### src/rtl/accum_stage.sv
// Sums groups of accum_size signed partials; each sum is visible the cycle after its last input.
// Input side has no backpressure; a sum that finds the 2-entry output queue full is dropped and sets sticky overflow.
module accum_stage #(
  parameter int DATAW  = 32,
  parameter int ACCUMW = 32,
  parameter int CNTW   = 8
) (
  input  logic                     clk,
  input  logic                     rst,
  input  logic signed [DATAW-1:0]  data,
  input  logic                     ivalid,
  input  logic        [CNTW-1:0]   accum_size,
  output logic signed [ACCUMW-1:0] result,
  output logic                     ovalid,
  input  logic                     oready,
  output logic                     busy,
  output logic                     overflow
);

  logic        [CNTW-1:0]   cnt;
  logic        [CNTW-1:0]   size_q;
  logic        [CNTW-1:0]   size_sel;
  logic        [CNTW-1:0]   size_eff;
  logic signed [ACCUMW-1:0] acc;
  logic signed [ACCUMW-1:0] data_ext;
  logic signed [ACCUMW-1:0] sum_dat;
  logic                     sum_vld;
  logic                     last;

  logic signed [ACCUMW-1:0] q_mem [2];
  logic                     q_rd;
  logic                     q_wr;
  logic        [1:0]        q_cnt;
  logic                     q_empty;
  logic                     q_full;
  logic                     pop;
  logic                     push_ok;

  always_comb begin
    // The group size is taken live on the first partial, latched thereafter.
    size_sel = (cnt == '0) ? accum_size : size_q;
    size_eff = (size_sel == '0) ? CNTW'(1) : size_sel;
    last     = (cnt == size_eff - CNTW'(1));
    data_ext = ACCUMW'(data);
    sum_dat  = ((cnt == '0) ? '0 : acc) + data_ext;
    sum_vld  = ivalid && last;
    q_empty  = (q_cnt == 2'd0);
    q_full   = (q_cnt == 2'd2);
    pop      = oready && !q_empty;
    push_ok  = sum_vld && (!q_full || pop);
  end

  always_ff @(posedge clk) begin
    if (!rst) begin
      cnt    <= '0;
      acc    <= '0;
      size_q <= '0;
    end else if (ivalid) begin
      if (cnt == '0) size_q <= accum_size;
      if (last) begin
        cnt <= '0;
        acc <= '0;
      end else begin
        cnt <= cnt + CNTW'(1);
        acc <= sum_dat;
      end
    end
  end

  // Output queue: a pop in the same cycle frees a slot for a push into a full queue.
  always_ff @(posedge clk) begin
    if (!rst) begin
      q_mem[0] <= '0;
      q_mem[1] <= '0;
      q_rd     <= 1'b0;
      q_wr     <= 1'b0;
      q_cnt    <= 2'd0;
      overflow <= 1'b0;
    end else begin
      if (push_ok) begin
        q_mem[q_wr] <= sum_dat;
        q_wr        <= ~q_wr;
      end
      if (pop) q_rd <= ~q_rd;
      q_cnt <= q_cnt + 2'(push_ok) - 2'(pop);
      if (sum_vld && !push_ok) overflow <= 1'b1;
    end
  end

  assign result = q_mem[q_rd];
  assign ovalid = !q_empty;
  assign busy   = (cnt != '0);

endmodule

### config.mk
export PLATFORM = sky130hd
export DESIGN_NAME = accum_stage
export DESIGN_NICKNAME = d
export VERILOG_FILES = /design/src/rtl/accum_stage.sv
export SDC_FILE = /design/constraint.sdc
export NUM_CORES = 1
export LEC_CHECK = 0
export CORE_ASPECT_RATIO = 0.75
export CORE_MARGIN = 8
export CORE_UTILIZATION = 25
export CTS_CLUSTER_SIZE = 14
export DETAILED_ROUTE_END_ITERATION = 10
export GPL_ROUTABILITY_DRIVEN = 0
export HOLD_SLACK_MARGIN = 0.02
export MAX_ROUTING_LAYER = met4
export PLACE_DENSITY = 0.49
export SLEW_MARGIN = 40
export SYNTH_ARGS = -nofsm -noshare
export SYNTH_HDL_FRONTEND = slang
export SYNTH_SLANG_ARGS = --single-unit
### constraint.sdc
create_clock -name clk -period 4.3 [get_ports clk]
set_input_delay 0.86 -clock clk [delete_from_list [all_inputs] [get_ports clk]]
set_output_delay 0.86 -clock clk [all_outputs]
set_load 0.1 [all_outputs]
==> key figures, run 1 <==
Run status
  – Status: complete, no violations

Power and ir drop
  – VDD IR-drop max: between 0.2 and 0.3 mV
  – Cell leakage power: 3.76 nW
  – Pwr Total: roughly 0.0046 W
  – Pwr Density: between 500 and 600 mW/mm²

Final layout
  – N_diodes: 0
  – Fillers: ~2800
  – Reg area: between 0.003 and 0.004 mm²
  – Nets: 931
  – Share of cells above drive strength 1: 0.211
  – Area of the multi-input gates: approximately 0.0037 mm²
  – Design area: ~0.0091 mm²
  – Utilization after layout: 0.336
  – P&R area growth vs syn: 31.8%

Job
  – # Max-Cap Violations: 0

Clock network
  – Clk root buf: clkbuf_16
  – Hold_buf cts: 0
  – Htree depth: 4
  – CTS tree: done
  – Clock Pin Slew Worst Setup and Hold Paths: roughly 0.06 ns
  – CTS Buffer Depth: 2
  – Total CTS buffers: 17
  – Sink Count: between 100 and 150
  – Clock Latency Late Sink: roughly 0.41 ns

Critical path
  – Worst Path Max Fanout: 23
  – CP startpoint kind: flop
  – CP max stage cell: or4b_4
  – Worst endpoint data arrival time: approximately 4.3 ns
  – Ordered list of cells on the worst path: inv_1 -> ha_1 -> or4b_4 -> nor2_4 -> inv_2 -> buf_6 -> and2_1 -> ha_1 -> a21o_1 -> a21o_1 -> a221o_1 -> and3_1 -> or3_1 -> a21oi_1 -> xor2_1 -> nor2_1
  – R2r setup slk: 0.21 ns
  – CP max stage delay: between 0.4 and 0.5 ns
  – Crit end category: flop
  – Critical path's top delay family: simple AND/OR/NAND/NOR gates
  – Crit path kind: reg2reg
  – Crit path buf inv count: 3
  – Worst path required time: ~4.5 ns

Worst hold path
  – Worst min-delay path category: reg2reg

Yosys
  – Yosys top cell by area: edfxtp_1
  – Avg Synthesized Cell Area: ~9.5 µm²
  – Ys flop type: edfxtp_1
  – #FFs+latches synth: 118
  – Synth Area in Compound Gates: 0.153
  – Post-synthesis cell count: between 700 and 800
  – Register area share after synthesis: 0.435
  – Ys Warns: 0
  – Largest family of logic cells by synthesized area: simple AND/OR/NAND/NOR gates
  – Unique cell type count in the Yosys netlist: 60
  – Post-Synth Simple-Gate Area: 0.190
  – Main area contributors after synthesis: edfxtp_1, dfxtp_1, ha_1
  – Synth Area in XOR/XNOR: 0.0546
  – Post-synth ARST share: 0
  – Area share of fa/ha/maj cells after synthesis: 0.0682
  – Post-synth EDFFs: 64
  – Area fraction of the dominant cell type after synthesis: 0.279
  – Multiplexer share of the synthesized area: 0.0668
  – Syn nets: 810
  – Mapped Area: a little under 0.007 mm²

Place
  – Hpwl dp: between 10000 and 15000 µm
  – I/O Buffers: a little under 80
  – Placed Area: between 0.008 and 0.009 mm²

STA
  – Final Hold Viols: 0
  – Fmax: ~240 MHz
  – Final setup viols: 0
  – Slew HR: 0.645
  – Worst Max-Slew Pin Slew: 0.529 ns
  – Skew final: approximately 0.01 ns
  – Final worst path period need: roughly 4.1 ns
  – Slew Viols, Final: 0
  – Final period util: 0.952

Die
  – Die Wd: around 210 µm
  – Initial Utilization: 0.255
  – Chip Height: 160 µm
  – FP Rows: 52
  – I/O pins: 79
  – Core Footprint: about 0.027 mm²
  – Die area: ~0.033 mm²

Detailed routing
  – DRT Wirelength: 19500 µm
  – DR vias: roughly 5600
  – Initial drt markers: between 300 and 400
  – Routed wire per std cell: about 16 µm
  – Antenna Nets Post-Route: 0
  – Drc violations: 0
  – Pre-antenna DRT Iters: 4
  – Drt via density: ~4.6

Global route
  – Largest net degree at the start of global routing: 33
  – Tot GR Track Use: 0.122
  – Antenna violations before repair: 0
  – GR Overflow Total: 0
  – Vias in the first global route: 5533
  – First-pass GRT wire length: roughly 31000 µm
==> layout by cell type, fill, tap and decap left out, types with 7 or more instances in the layout <==
cell	instances
nor2_1	107
buf_4	84
edfxtp_1	64
nand2_1	60
dfxtp_1	54
clkdlybuf4s50_1	43
a21oi_1	41
and2_1	37
o21ai_1	34
ha_1	34
mux2_2	32
xnor2_1	21
a21o_1	20
xor2_1	19
inv_1	17
clkbuf_16	17
o21ai_0	13
a211oi_1	12
mux2i_1	10
nand3_1	9
nor3_1	9
o21bai_1	7
==> synth_stat cells, types with 4 or more instances <==
| library cell | n |
|---|---|
| o21ai_0 | 16 |
| and3_1 | 4 |
| nor2_1 | 108 |
| a21oi_1 | 44 |
| o21bai_1 | 7 |
| xor2_1 | 22 |
| dfxtp_1 | 54 |
| inv_1 | 17 |
| mux2i_1 | 10 |
| o21ai_1 | 31 |
| or2_2 | 4 |
| xnor2_1 | 21 |
| and2_1 | 37 |
| buf_4 | 6 |
| clkbuf_1 | 18 |
| a21o_1 | 20 |
| a211oi_1 | 15 |
| mux2_2 | 32 |
| nor3_1 | 9 |
| nor4_1 | 4 |
| nor2b_1 | 6 |
| nand2b_1 | 5 |
| nand3_1 | 10 |
| or3_1 | 4 |
| nand2_1 | 62 |
| nand4_1 | 4 |
| buf_2 | 6 |
| ha_1 | 36 |
| edfxtp_1 | 64 |
| o211ai_1 | 5 |
==> repair_timing <==
item                       CTS  global route
setup endpoints to repair    0            25
setup buffers                0             0
resized for setup            0            18
==> cell type report <==
class,instances,area share
clock buffer,21,0.0495
tap,351,0.0483
multi-input combinational,560,0.412
sequential,118,0.330
timing repair buffer,135,0.130
inverter,18,0.00743
clock inverter,11,0.0226
==> metal layers <==
metal  global-route usage  vias up  part of all wire
li1                     -     2852                 -
met1                0.178     2616              0.55
met2                0.166       98              0.41
met3               0.0221       14             0.029
met4               0.0370        0            0.0099
met5                    -        -                 0
==> registers in the layout, indices dropped and copies added (netlist names), named ones only <==
register and count:
q_rd 1, size_q 8, overflow 1, cnt 8, q_wr 1, q_cnt 2
q_mem 64, acc 32
==> power breakdown <==
part,switching (W),internal (W)
Sequential,0.0000385,0.00127
Clock,0.000505,0.00110
Combinational,0.00117,0.000498
Total,0.00171,0.00286
==> worst paths after layout <==
path / from / endpoint / depth (start not counted)
worst max-delay path: cnt[0]$_SDFFE_PN0P_ / q_mem[0][26]$_SDFFCE_PN0P_ / 16
worst min-delay path: acc[11]$_SDFFE_PN0P_ / acc[11]$_SDFFE_PN0P_ / 2
worst max register to register: cnt[0]$_SDFFE_PN0P_ / q_mem[0][26]$_SDFFCE_PN0P_ / 16
worst min register to register: acc[11]$_SDFFE_PN0P_ / acc[11]$_SDFFE_PN0P_ / 2
==> through the flow <==
| stage | setup WS, ns | hold slack [ns] | instances | TNS [ns] |
|---|---|---|---|---|
| after floorplan | 0.0835 | 0.417 | 729 | 0 |
| after global placement | -0.0841 | 0.428 | 1182 | -0.501 |
| after detailed placement | -0.139 | 0.436 | 1182 | -4.79 |
| after CTS | 0.000289 | 0.445 | 1214 | 0 |
| after global routing | -0.00344 | 0.463 | 1214 | -0.00344 |
| final | 0.207 | 0.441 | 1214 | 0 |
==> worst reg2reg max path, cell delays in order (launching register included) <==
cell and delay, ns:
dfxtp_1 0.30, inv_1 0.11, ha_1 0.18, or4b_4 0.49, nor2_4 0.15, inv_2 0.07, buf_6 0.17, and2_1 0.18
ha_1 0.29, a21o_1 0.17, a21o_1 0.18, a221o_1 0.39, and3_1 0.23, or3_1 0.37, a21oi_1 0.18, xor2_1 0.30
nor2_1 0.08
==> cells by family after synthesis <==
group | after synthesis
simple gates | 272
compound gates | 166
flops | 118
buf+inv | 51
xor+xnor | 43
mux | 42
fa+ha+maj | 37
(Power assumes the default switching activity.)
==> run 2: changes to the inputs <==
--- a/config.mk
+++ b/config.mk
@@ -11,6 +11,7 @@
 export CTS_CLUSTER_SIZE = 14
 export DETAILED_ROUTE_END_ITERATION = 10
 export GPL_ROUTABILITY_DRIVEN = 0
+export GPL_TIMING_DRIVEN = 0
 export HOLD_SLACK_MARGIN = 0.02
 export MAX_ROUTING_LAYER = met4
 export PLACE_DENSITY = 0.49
==> key figures, run 2 (same netlist as run 1, synthesis figures left out) <==
Critical path
  – Crit path buf inv count: 3 (unchanged)
  – Worst Path Max Fanout: 6 (was 23)
  – Worst endpoint data arrival time: 4.44 ns (was 4.25 ns)
  – CP startpoint kind: input pin (was flop)
  – CP max stage delay: 0.56 ns (was 0.49 ns)
  – CP max stage cell: clkdlybuf4s50_1 (was or4b_4)
  – Crit path kind: in2reg (was reg2reg)
  – Critical path's top delay family: simple AND/OR/NAND/NOR gates (unchanged)
  – Worst path required time: 4.59 ns (was 4.46 ns)
  – Crit end category: flop (unchanged)
  – Ordered list of cells on the worst path: clkdlybuf4s50_1 -> or4_4 -> o2111ai_2 -> o31ai_2 -> ha_2 -> nand2_1 -> a21oi_1 -> or4_4 -> a211oi_4 -> buf_4 -> nand2_1 -> ha_1 -> inv_1 -> ha_1 -> xor2_1 -> xnor2_1 -> nor2_1 (was inv_1 -> ha_1 -> or4b_4 -> nor2_4 -> inv_2 -> buf_6 -> and2_1 -> ha_1 -> a21o_1 -> a21o_1 -> a221o_1 -> and3_1 -> or3_1 -> a21oi_1 -> xor2_1 -> nor2_1)

Global route
  – First-pass GRT wire length: 31100 µm (was 31400 µm)
  – Vias in the first global route: 5382 (was 5533)
  – Largest net degree at the start of global routing: 33 (unchanged)
  – Tot GR Track Use: 0.123 (was 0.122)
  – GR Overflow Total: 0 (unchanged)
  – Antenna violations before repair: 1 (was 0)

Final layout
  – Reg area: 0.00300 mm² (about the same)
  – Nets: 913 (was 931)
  – Top reg by flops: q_mem (unchanged)
  – Top flop regs: q_mem x64, acc x32 (unchanged)
  – Most frequent cells in the layout: nor2_1, edfxtp_1, nand2_1 (was nor2_1, buf_4, edfxtp_1)
  – Largest register FFs: 64 (unchanged)
  – P&R area growth vs syn: 27.2% (was 31.8%)
  – Fillers: 2864 (was 2816)
  – Share of cells above drive strength 1: 0.196 (was 0.211)
  – Area of the multi-input gates: 0.00388 mm² (was 0.00374 mm²)
  – Utilization after layout: 0.324 (was 0.336)
  – Commonest non-fill, non-tap cell in the layout: nor2_1 (unchanged)

STA
  – Final setup viols: 0 (unchanged)
  – Final period util: 0.966 (was 0.952)
  – Fmax: 241 MHz (was 244 MHz)
  – Slew HR: 0.533 (was 0.645)
  – Slew Viols, Final: 0 (unchanged)
  – Final Hold Viols: 0 (unchanged)
  – Worst Max-Slew Pin Slew: 0.701 ns (was 0.529 ns)
  – Fin Setup TNS: 0 ns (unchanged)
  – Final worst path period need: 4.15 ns (was 4.09 ns)
  – Skew final: 0.0128 ns (was 0.00995 ns)

Detailed routing
  – DRT Wirelength: 19800 µm (was 19500 µm)
  – Antenna Nets Post-Route: 0 (unchanged)
  – Drc violations: 0 (unchanged)
  – Routed wire per std cell: 16.5 µm (was 16.1 µm)
  – Drt via density: 4.58 (was 4.60)
  – Pre-antenna DRT Iters: 5 (was 4)
  – Initial drt markers: 323 (was 308)
  – DR vias: 5483 (was 5580)

Power and ir drop
  – Sw frac: 0.402 (was 0.374)
  – Pint: 0.00253 W (was 0.00286 W)
  – NetSw: 0.00170 W (was 0.00171 W)
  – Sequential share of power: 0.309 (was 0.286)
  – VDD IR-drop max: 0.307 mV (was 0.280 mV)
  – Combinational share of power: 0.376 (was 0.364)
  – Part of the power in the clock network: 0.315 (was 0.350)
  – Cell leakage power: 3.55 nW (was 3.76 nW)
  – Pwr Density: 483 mW/mm² (was 503 mW/mm²)

Place
  – I/O Buffers: 76 (was 78)
  – Hpwl dp: 14300 µm (was 14200 µm)

Clock network
  – Sink Count: 118 (unchanged)
  – Clk root buf: clkbuf_16 (unchanged)
  – Hold_buf cts: 0 (unchanged)
  – Clock Latency Late Sink: 0.42 ns (was 0.41 ns)
  – Htree depth: 4 (unchanged)
  – Clock Pin Slew Worst Setup and Hold Paths: 0.05 ns (was 0.06 ns)
  – Total CTS buffers: 17 (unchanged)
  – CTS Buffer Depth: 2 (unchanged)
  – CTS tree: done (unchanged)

Die
  – Die Wd: 208 µm (unchanged)
  – Chip Height: 160 µm (unchanged)
  – Core Footprint: 0.0271 mm² (unchanged)
  – Die area: 0.0332 mm² (unchanged)
  – I/O pins: 79 (unchanged)
  – Initial Utilization: 0.255 (unchanged)
  – FP Rows: 52 (unchanged)

Worst hold path
  – Worst min-delay path category: reg2reg (unchanged)

Run status
  – Status: complete, no violations (unchanged)

Job
  – # Max-Cap Violations: 0 (unchanged)
[run 2: cell types whose count changed in the layout (fill, tap and decap cells not counted), sizes merged]
cell and delta:
clkbuf +19, nand2 +1, buf -31, bufinv -5, dlymetal6s2s +2, clkdlybuf4s50 -4, diode +1
[run 2: repair_timing]
action / in CTS / in global routing
buffers inserted: 5 / 6
pin swaps: 3 / 10
gates resized for setup: 26 / 25
cloned: 1 / 0
endpoints found under the setup margin: 122 / 120
[run 2: worst register-to-register path, cell delays in order, from the launching register on]
cell	delay, ns
dfxtp_1	0.36
inv_1	0.08
ha_1	0.16
or4b_4	0.49
nor2_4	0.20
inv_4	0.10
clkbuf_8	0.18
and2_1	0.17
ha_2	0.34
a21o_1	0.18
a21o_1	0.17
a221o_1	0.38
and3_1	0.23
or3_1	0.39
a21oi_2	0.19
xor2_2	0.21
nor2_1	0.07
[run 2: stage by stage]
stage | cells | instance area (µm²) | hold slack [ns] | total power [W] | setup slack [ns]
CTS | 1191 | 8630 | 0.445 | 0.00426 | 0.00859
global route | 1197 | 8770 | 0.462 | 0.00444 | -0.00798
floorplan | 729 | 6900 | 0.417 | 0.00257 | 0.0835
global placement | 1156 | 8100 | 0.429 | 0.00298 | -1.20
finish | 1197 | 8770 | 0.438 | 0.00424 | 0.146
detailed placement | 1156 | 7940 | 0.435 | 0.00290 | -0.862
[run 2: path summary, 6_finish.rpt]
| path | from | end | slack, ns | cells after the start |
|---|---|---|---|---|
| setup / recovery | accum_size[4] | q_cnt[1]$_SDFF_PN0_ | 0.15 | 17 |
| hold / removal | acc[16]$_SDFFE_PN0P_ | acc[16]$_SDFFE_PN0P_ | 0.44 | 2 |
| setup reg to reg | cnt[1]$_SDFFE_PN0P_ | q_mem[0][26]$_SDFFCE_PN0P_ | 0.16 | 16 |
| hold reg to reg | acc[16]$_SDFFE_PN0P_ | acc[16]$_SDFFE_PN0P_ | 0.44 | 2 |
[run 2: final cells by class]
class / count / share of cell area
clock inverter: 6 / 0.00627
multi-input combinational: 561 / 0.443
tap: 351 / 0.0501
inverter: 18 / 0.00799
clock buffer: 26 / 0.0558
antenna: 1 / 0.000285
timing repair buffer: 87 / 0.0767
buffer: 29 / 0.0178
sequential: 118 / 0.342
[run 2: power groups by stage]
stage	logic, W	clock network [W]	registers (W)
after floorplan	0.00125	0	0.00132
after global routing	0.00170	0.00142	0.00132
after global placement	0.00165	0	0.00133
final	0.00159	0.00133	0.00131
after detailed placement	0.00157	0	0.00133
after CTS	0.00159	0.00136	0.00131
[run 2: layer usage]
layer / vias to the layer above / part of all wire / global-route usage
li1: 2819 / - / -
met1: 2554 / 0.53 / 0.172
met2: 94 / 0.42 / 0.174
met3: 16 / 0.031 / 0.0229
met4: 0 / 0.013 / 0.0402
met5: - / 0 / -
